**src/rtl/icache_pf_ctrl.sv**
```systemverilog
// Instruction-cache control FSM for a read-only N-way set-associative cache.
// Blocking demand fills, plus a sequential prefetcher that probes lines
// +1..+PF_DIST after each demand hit, and saturating performance counters.
module icache_pf_ctrl #(
  parameter int WAYS    = 4,
  parameter int PF_DIST = 2,
  parameter int CNT_W   = 32,
  localparam int WB     = $clog2(WAYS),
  localparam int OW     = 3
) (
  input  logic             clk,
  input  logic             rst_n,
  input  logic             mem_read,
  output logic             mem_resp,
  input  logic [WAYS-1:0]  hit_i,
  input  logic [WAYS-1:0]  valid_i,
  input  logic [WAYS-2:0]  lru_i,
  input  logic [WAYS-1:0]  nhit_i,
  input  logic [WAYS-1:0]  nvalid_i,
  input  logic [WAYS-2:0]  nlru_i,
  input  logic             pf_set_conflict_i,
  input  logic             pf_enable_i,
  output logic [OW-1:0]    pf_offset_o,
  output logic             load_pf_line_o,
  output logic [WB-1:0]    dout_way_o,
  output logic             lru_update_o,
  output logic [WB-1:0]    lru_way_o,
  output logic [WB-1:0]    fill_way_o,
  output logic             fill_load_o,
  output logic [WB-1:0]    pf_way_o,
  output logic             pf_load_o,
  output logic             paddr_sel_o,
  output logic             pmem_read,
  input  logic             pmem_resp,
  output logic [CNT_W-1:0] hit_cnt_o,
  output logic [CNT_W-1:0] miss_cnt_o,
  output logic [CNT_W-1:0] pf_cnt_o
);

  typedef enum logic [1:0] {
    HIT_CHECK,
    FILL,
    PF_PROBE,
    PF_FILL
  } state_t;

  localparam logic [OW-1:0] PF_LAST = OW'(PF_DIST);

  state_t        state_q, state_d;
  logic [OW-1:0] pf_k_q, pf_k_d;
  logic [WB-1:0] pf_way_q, pf_way_d;
  logic          hit_inc, miss_inc, pf_inc;

  // Replacement choice: lowest invalid way first, otherwise follow the
  // tree-PLRU bits from the root (bit 1 -> lower half, bit 0 -> upper half).
  function automatic logic [WB-1:0] victim(input logic [WAYS-1:0] vld,
                                           input logic [WAYS-2:0] lru);
    logic [WB-1:0]   way;
    logic [WAYS-2:0] sh;
    logic            found;
    int              node;
    way   = '0;
    found = 1'b0;
    for (int i = 0; i < WAYS; i++) begin
      if (!vld[i] && !found) begin
        way   = i[WB-1:0];
        found = 1'b1;
      end
    end
    if (!found) begin
      node = 0;
      for (int l = 0; l < WB; l++) begin
        sh = lru >> node;
        if (sh[0]) node = 2 * node + 1;
        else       node = 2 * node + 2;
      end
      way = WB'(node - (WAYS - 1));
    end
    return way;
  endfunction

  logic [WB-1:0] hit_way;
  logic          hit_any, blocked, demand_hit, demand_miss, demand_wait;

  // Decode the one-hot demand hit and classify the current request.
  always_comb begin
    hit_way = '0;
    for (int i = 0; i < WAYS; i++) begin
      if (hit_i[i]) hit_way = hit_way | i[WB-1:0];
    end
    hit_any     = |hit_i;
    // The way being prefetched into is unreadable until its burst lands.
    blocked     = (state_q == PF_FILL) && pf_set_conflict_i && hit_i[pf_way_q];
    demand_hit  = mem_read && hit_any && !blocked && (state_q != FILL);
    demand_miss = mem_read && !hit_any;
    demand_wait = mem_read && (!hit_any || blocked);
  end

  // Next-state and output decode.
  always_comb begin
    // NOTE: every combinational output gets a default before any branch,
    // so no path can leave a value unassigned and infer a latch.
    state_d        = state_q;
    pf_k_d         = pf_k_q;
    pf_way_d       = pf_way_q;
    mem_resp       = 1'b0;
    dout_way_o     = '0;
    lru_update_o   = 1'b0;
    lru_way_o      = '0;
    fill_way_o     = '0;
    fill_load_o    = 1'b0;
    pf_way_o       = '0;
    pf_load_o      = 1'b0;
    paddr_sel_o    = 1'b0;
    pmem_read      = 1'b0;
    pf_offset_o    = '0;
    load_pf_line_o = 1'b0;
    hit_inc        = 1'b0;
    miss_inc       = 1'b0;
    pf_inc         = 1'b0;

    if (demand_hit) begin
      mem_resp     = 1'b1;
      dout_way_o   = hit_way;
      lru_update_o = 1'b1;
      lru_way_o    = hit_way;
      hit_inc      = 1'b1;
    end

    case (state_q)
      HIT_CHECK: begin
        if (demand_miss) begin
          miss_inc = 1'b1;
          state_d  = FILL;
        end else if (demand_hit && pf_enable_i) begin
          pf_k_d  = OW'(1);
          state_d = PF_PROBE;
        end
      end
      FILL: begin
        pmem_read  = 1'b1;
        fill_way_o = victim(valid_i, lru_i);
        if (pmem_resp) begin
          fill_load_o = 1'b1;
          state_d     = HIT_CHECK;
        end
      end
      PF_PROBE: begin
        pf_offset_o = pf_k_q;
        // A demand miss outranks any prefetch not yet on the bus.
        if (demand_miss) begin
          miss_inc = 1'b1;
          state_d  = FILL;
        end else if (|nhit_i) begin
          if (pf_k_q < PF_LAST) pf_k_d = pf_k_q + OW'(1);
          else                  state_d = HIT_CHECK;
        end else begin
          load_pf_line_o = 1'b1;
          pf_way_d       = victim(nvalid_i, nlru_i);
          pf_inc         = 1'b1;
          state_d        = PF_FILL;
        end
      end
      PF_FILL: begin
        pmem_read   = 1'b1;
        paddr_sel_o = 1'b1;
        pf_way_o    = pf_way_q;
        if (pmem_resp) begin
          pf_load_o = 1'b1;
          // A stalled demand drops the rest of the chain and is re-checked.
          if (demand_wait || pf_k_q >= PF_LAST) begin
            state_d = HIT_CHECK;
          end else begin
            pf_k_d  = pf_k_q + OW'(1);
            state_d = PF_PROBE;
          end
        end
      end
      default: state_d = HIT_CHECK;
    endcase
  end

  // FSM state, prefetch cursor and prefetch victim registers.
  always_ff @(posedge clk or negedge rst_n) begin
    // NOTE: sequential state uses non-blocking assignments so every register
    // samples pre-edge values regardless of statement order.
    if (!rst_n) begin
      state_q  <= HIT_CHECK;
      pf_k_q   <= '0;
      pf_way_q <= '0;
    end else begin
      state_q  <= state_d;
      pf_k_q   <= pf_k_d;
      pf_way_q <= pf_way_d;
    end
  end

  // Saturating performance counters, one step per resolved event.
  always_ff @(posedge clk or negedge rst_n) begin
    if (!rst_n) begin
      hit_cnt_o  <= '0;
      miss_cnt_o <= '0;
      pf_cnt_o   <= '0;
    end else begin
      if (hit_inc  && hit_cnt_o  != '1) hit_cnt_o  <= hit_cnt_o  + CNT_W'(1);
      if (miss_inc && miss_cnt_o != '1) miss_cnt_o <= miss_cnt_o + CNT_W'(1);
      if (pf_inc   && pf_cnt_o   != '1) pf_cnt_o   <= pf_cnt_o   + CNT_W'(1);
    end
  end

endmodule

```
**config.mk**
```make
export PLATFORM = sky130hd
export DESIGN_NAME = icache_pf_ctrl
export DESIGN_NICKNAME = d
export VERILOG_FILES = /design/src/rtl/icache_pf_ctrl.sv
export SDC_FILE = /design/constraint.sdc
export NUM_CORES = 1
export LEC_CHECK = 0
export CAP_MARGIN = 5
export CORE_MARGIN = 3
export CORE_UTILIZATION = 49
export DETAILED_ROUTE_END_ITERATION = 12
export PLACE_DENSITY = 0.77
export REMOVE_ABC_BUFFERS = 1
export SLEW_MARGIN = 20
export SYNTH_ARGS = -nofsm -noshare
export SYNTH_HDL_FRONTEND = slang
export SYNTH_SLANG_ARGS = --single-unit
```
**constraint.sdc**
```tcl
create_clock -name clk -period 2.8 [get_ports clk]
set_input_delay 0.28 -clock clk [delete_from_list [all_inputs] [get_ports clk]]
set_output_delay 0.28 -clock clk [all_outputs]
set_load 0.03 [all_outputs]
```
# After elaboration in Yosys (flattened, before gate mapping)
# Cells that the tools add are included.
[word_totals]
reg_bits = 103
latch_bits = 0
ram_bits = 0
romBits = 0
inputBits = 28
n_memories = 0
[op_classes]
add_sub_neg = 10
multipliers = 0
div = 0
magnitude_cmp = 3
n_eq_ne = 17
shift = 2
muxes = 85
bitwise = 2
reduce_logical = 42
[op_table]
columns = ["operator", "count"]
rows = [
  ["$mux W32", 6],
  ["$add A32 B1 Y32 const B", 3],
  ["$ne A32 B32 Y1 const B", 3],
  ["$shr A3 B32 Y1", 2],
  ["$mux W2", 29],
  ["$mux W1", 39],
  ["$mux W3", 8],
  ["$logic_and A1 B1 Y1", 17],
  ["$ne A2 B2 Y1 const B", 8],
  ["$logic_not A1 Y1", 14],
  ["$pmux W3 S3", 1],
  ["$add A2 B2 Y2 const B", 4],
  ["$pmux W2 S4", 1],
  ["$reduce_and A8 Y1", 1],
  ["$reduce_or A4 Y1", 2],
  ["$eq A2 B2 Y1 const B", 2],
  ["$ne A4 B4 Y1 const B", 1],
  ["$reduce_and A4 Y1", 1],
  ["$reduce_or A2 Y1", 2],
  ["$sub A2 B1 Y2 const B", 2],
  ["$add A3 B1 Y3 const B", 1],
  ["$ge A3 B2 Y1 const B", 1],
  ["$lt A2 B3 Y1 const B", 1],
  ["$lt A3 B2 Y1 const B", 1],
  ["9 further kinds", 11],
]

# Longest topological paths before layout
# Gate-level depths: netlist of the first run.
[logic_depth]
ltp_word = 35
mapped_depth = 9
mapped_depth_nobuf = 7

# Least setup slack after synthesis of the first run
# No wires, ideal clock.
[synth_timing]
path_kind = "register -> output"
start = "register state_q[0]"
end = "output port lru_way_o[0]"
t_arrival_ps = 2062
t_required_ps = 2520
slack_ps = 458
path_stages_with_launch = 8
n_path_buf = 2
path_cell_list = "dfrtp_1 > ha_1 > nand3b_1 > o22a_1 > nand2_1 > clkbuf_1 > nor2_1 > buf_4"
[synth_via]
elab_chain_cells = 7
word_cells_on_any_way = 8
classes_between = "2 x eq/ne; 1 x mux; 5 x reduce/logical"
[synth_lines]
columns = ["element", "line", "source"]
rows = [
  ["start, declared", "49", "state_t state_q, state_d;"],
  ["start signal, assigned", "192", "state_q <= state_d;"],
  ["$eq A2 B2 Y1", "93", "blocked = (state_q == PF_FILL) && pf_set_conflict_i && hit_i[pf_way_q];"],
  ["$logic_and A1 B1 Y1 (2 in a row)", "93", ""],
  ["$logic_not A1 Y1", "94", "demand_hit = mem_read && hit_any && !blocked && (state_q != FILL);"],
  ["$logic_and A1 B1 Y1", "94", ""],
  ["$logic_and A1 B1 Y1 (*)", "94", ""],
  ["$mux W2 (*)", "-", ""],
  ["end, declared", "27", "output logic [WB-1:0] lru_way_o,"],
]
# Every way passes the cells marked *; elsewhere a longest branch is shown, timed or not.

# Worst setup path after layout of the first run
[layout_timing]
start = "register state_q[1]"
end = "output port lru_update_o"
[layout_via]
elab_chain_cells = 7
word_cells_on_any_way = 8
classes_between = "2 x eq/ne; 1 x mux; 5 x reduce/logical"
[layout_lines]
columns = ["element", "line", "source"]
rows = [
  ["$eq A2 B2 Y1", "93", ""],
  ["$logic_and A1 B1 Y1 (2 in a row)", "93", ""],
  ["$logic_not A1 Y1", "94", ""],
  ["$logic_and A1 B1 Y1", "94", ""],
  ["$logic_and A1 B1 Y1 (*)", "94", ""],
  ["$mux W1 (*)", "122", "if (demand_hit) begin"],
  ["end, declared", "26", "output logic lru_update_o,"],
]
# Marked as above.

==> impl_metrics.json, run 1 <==
{
  "critPathCaptureType": "primary output",
  "syn-cell-area_um2": 5420,
  "io_pins": 142,
  "clockBufferDepth": 2,
  "synthTopCellsByArea": "dfrtp_1, xnor2_1, nand4_1",
  "die_w_um": 111,
  "crit_slowest_cell": "dlygate4sd2_1",
  "track_usage": 0.221,
  "synthTopCellsByCount": "dfrtp_1, xnor2_1, nand3_1",
  "layout_min_cycle_time_ns": 2.55,
  "ir_drop_mv": 0.436,
  "synth-edff-count": 0,
  "htree_levels": 3,
  "synthXorXnorAreaFrac": 0.150,
  "fin_worst_skew_ns": 0.0176,
  "die_h_um": 111,
  "multiInputGateArea_um2": 2720,
  "fin_nets": 723,
  "max_freq_mhz": 393,
  "stdcell_count": 827,
  "p_leak_nw": 3.08,
  "ys_warn_count": 0,
  "wl_mm": 13.5,
  "setup_viol": 0,
  "synth_top_family_by_area": "simple AND/OR/NAND/NOR gates",
  "async_flop_share": 1.00,
  "ys_types": 53,
  "r2r-end": "pf_k_q[2]",
  "maxSlewViolCount": 0,
  "synth_compound_area_frac": 0.0478,
  "antennaDiodeCount": 0,
  "cts.sinks": 103,
  "cp.required_ns": 2.52,
  "slew_headroom": 0.512,
  "fillers": 831,
  "yosysMostFrequentCell": "dfrtp_1",
  "hold_violations": 0,
  "grt.overflow.total": 0,
  "drt_iter0_markers": 252,
  "rsz0062_at_grt": "false",
  "clk_pin_slew_ns": 0.10,
  "power.density_nw_per_um2": 559,
  "portBuffers": 141,
  "synthCells": 524,
  "muxShareOfSynthArea": 0.0196,
  "first_pass_iters": 4,
  "worstPathArrival_ns": 2.27,
  "holdPathStages": 1,
  "synth_top_area_frac": 0.476,
  "coreArea_um2": 10600,
  "ff2ff_path_depth": 7,
  "synth.avg_cell_area_um2": 10.3,
  "slowest_delay_ns": 0.43,
  "start_util": 0.513,
  "status": "complete, no violations",
  "drcViolationCount": 0,
  "ys_seq_area_frac": 0.476,
  "vias": 4682,
  "r2r_slack_ns": 0.39,
  "synth_area_leader_cell": "dfrtp_1",
  "critical_path.cell_chain": "inv_1, ha_1, nor3_1, nand2_1, inv_1, dlygate4sd2_1",
  "critPathMaxFanout": 6,
  "grt_pass1_vias": 4570,
  "dieArea_um2": 12400,
  "tightest_slew_ns": 0.733,
  "fin_crit_sh": 0.909,
  "worstHoldStart": "hit_cnt_o[5]",
  "antenna_found_initial": 0,
  "drive_gt1_frac": 0.0781,
  "finalSetupTns_ns": 0,
  "synth_adder_area_share": 0.0208,
  "synth.ff_latch_count": 103,
  "clkLatencyLatePin_ns": 0.36,
  "criticalPathCategory": "reg2out",
  "cts_buffers": 9,
  "finalCoreUtilization": 0.695,
  "gp_congestion": 0.884,
  "maxCapViolCount": 0,
  "critPathLaunchType": "flop",
  "row_count": 37,
  "synth-simple-area-share": 0.264,
  "r2r_start": "state_q[0]",
  "seq_area_um2": 2580,
  "dpl.cell_count": 810,
  "worstHoldPathType": "reg2reg",
  "cpMostUsedCell": "inv_1",
  "final_antenna_net_count": 0,
  "grt_max_degree": 58,
  "routed_wire_length_per_instance_um": 16.4,
  "root_buffer": "clkbuf_8",
  "ys.flop_type": "dfrtp_1",
  "grt_pass1_wl_mm": 23.0,
  "hold_path_end": "hit_cnt_o[5]",
  "tritoncts": "built",
  "syn_to_final_growth_pct": 35.4,
  "dp_hpwl_mm": 10.2,
  "postCtsSetupRepairBufs": 0,
  "avgViaCountPerCell": 5.66
}
-- how the worst max path moves through the flow --
stage,start,endpoint,slack (ns),cells after the start
2_1_floorplan,state_q[0],hit_cnt_o[1],0.25,7
3_3_place_gp,hit_i[1],lru_update_o,0.25,6
3_5_place_dp,mem_read,lru_update_o,0.15,6
4_1_cts,state_q[0],load_pf_line_o,0.23,5
5_1_grt,state_q[1],lru_way_o[0],0.09,6
6_report,state_q[1],lru_update_o,0.25,6
-- flip-flops by register name, indices dropped and copies added, names as in the netlist --
signal      flops
pf_way_q        2
pf_cnt_o       32
state_q         2
hit_cnt_o      32
miss_cnt_o     32
pf_k_q          3
-- layout make-up --
cell class,instances,area share
clock inverter,7,0.0136
timing repair buffer,162,0.216
clock buffer,9,0.0169
multi-input combinational,395,0.371
sequential,103,0.351
tap,136,0.0232
inverter,15,0.00767
-- worst max-delay path, delay by kind of cell, from the launching register on --
family	cells	cell delay, ns
adders and majority gates	1	0.26
and+or+nand+nor	2	0.55
DFF	1	0.39
buffers and inverters	3	0.71
-- cells by family after synthesis --
kind of cell               Yosys count
DFF                                103
and+or+nand+nor                    251
buffers and inverters               26
muxes                               10
adders and majority gates            9
xor gates and xnor gates            93
AOI/OAI and AO/OA                   32
-- power breakdown --
part	total, W	internal, W	switching (W)
Combinational	0.00125	0.000547	0.000703
Sequential	0.00180	0.00162	0.000177
Clock	0.00105	0.000514	0.000538
Total	0.00410	0.00268	0.00142
-- per-stage QoR --
step	cell area [um2]	total power (W)	worst slack [ns]	hold slack (ns)
global route	7340	0.00434	0.0865	0.532
finish	7340	0.00410	0.254	0.502
floorplan	5360	0.00254	0.251	-0.0156
detailed placement	7110	0.00308	0.152	0.385
CTS	7340	0.00414	0.228	0.511
global placement	7110	0.00304	0.251	0.378
-- layer usage --
metal,track usage,vias to the layer above,share of wire
met2,0.358,139,0.47
met5,0,-,0
li1,-,2229,-
met4,0.0543,0,0.016
met1,0.313,2295,0.46
met3,0.0360,19,0.051
-- timing repair --
action,CTS,global route
hold buffers,1,0
endpoints found under the setup margin,6,0
endpoints found under the hold margin,13,0
resized for setup,6,0
-- cell usage in the layout (no fill, tap or decap), types with 12 or more instances in the layout --
| cell | instances |
|---|---|
| nand3_1 | 49 |
| dfrtp_1 | 103 |
| xnor2_1 | 73 |
| and2_1 | 16 |
| and3_1 | 24 |
| xor2_1 | 20 |
| clkdlybuf4s50_1 | 134 |
| nor4_1 | 12 |
| buf_4 | 19 |
| nor2_1 | 26 |
| inv_1 | 15 |
| nand2_1 | 34 |
| nand4_1 | 44 |
(Power assumes the default switching activity.)
==> run 2: changes to the inputs <==
--- a/config.mk
+++ b/config.mk
@@ -5,7 +5,7 @@
 export SDC_FILE = /design/constraint.sdc
 export NUM_CORES = 1
 export LEC_CHECK = 0
-export CAP_MARGIN = 5
+export CAP_MARGIN = 20
 export CORE_MARGIN = 3
 export CORE_UTILIZATION = 49
 export DETAILED_ROUTE_END_ITERATION = 12
==> results of run 2 <==
Same layout as run 1: the final DEF is identical, and so are final timing and power.
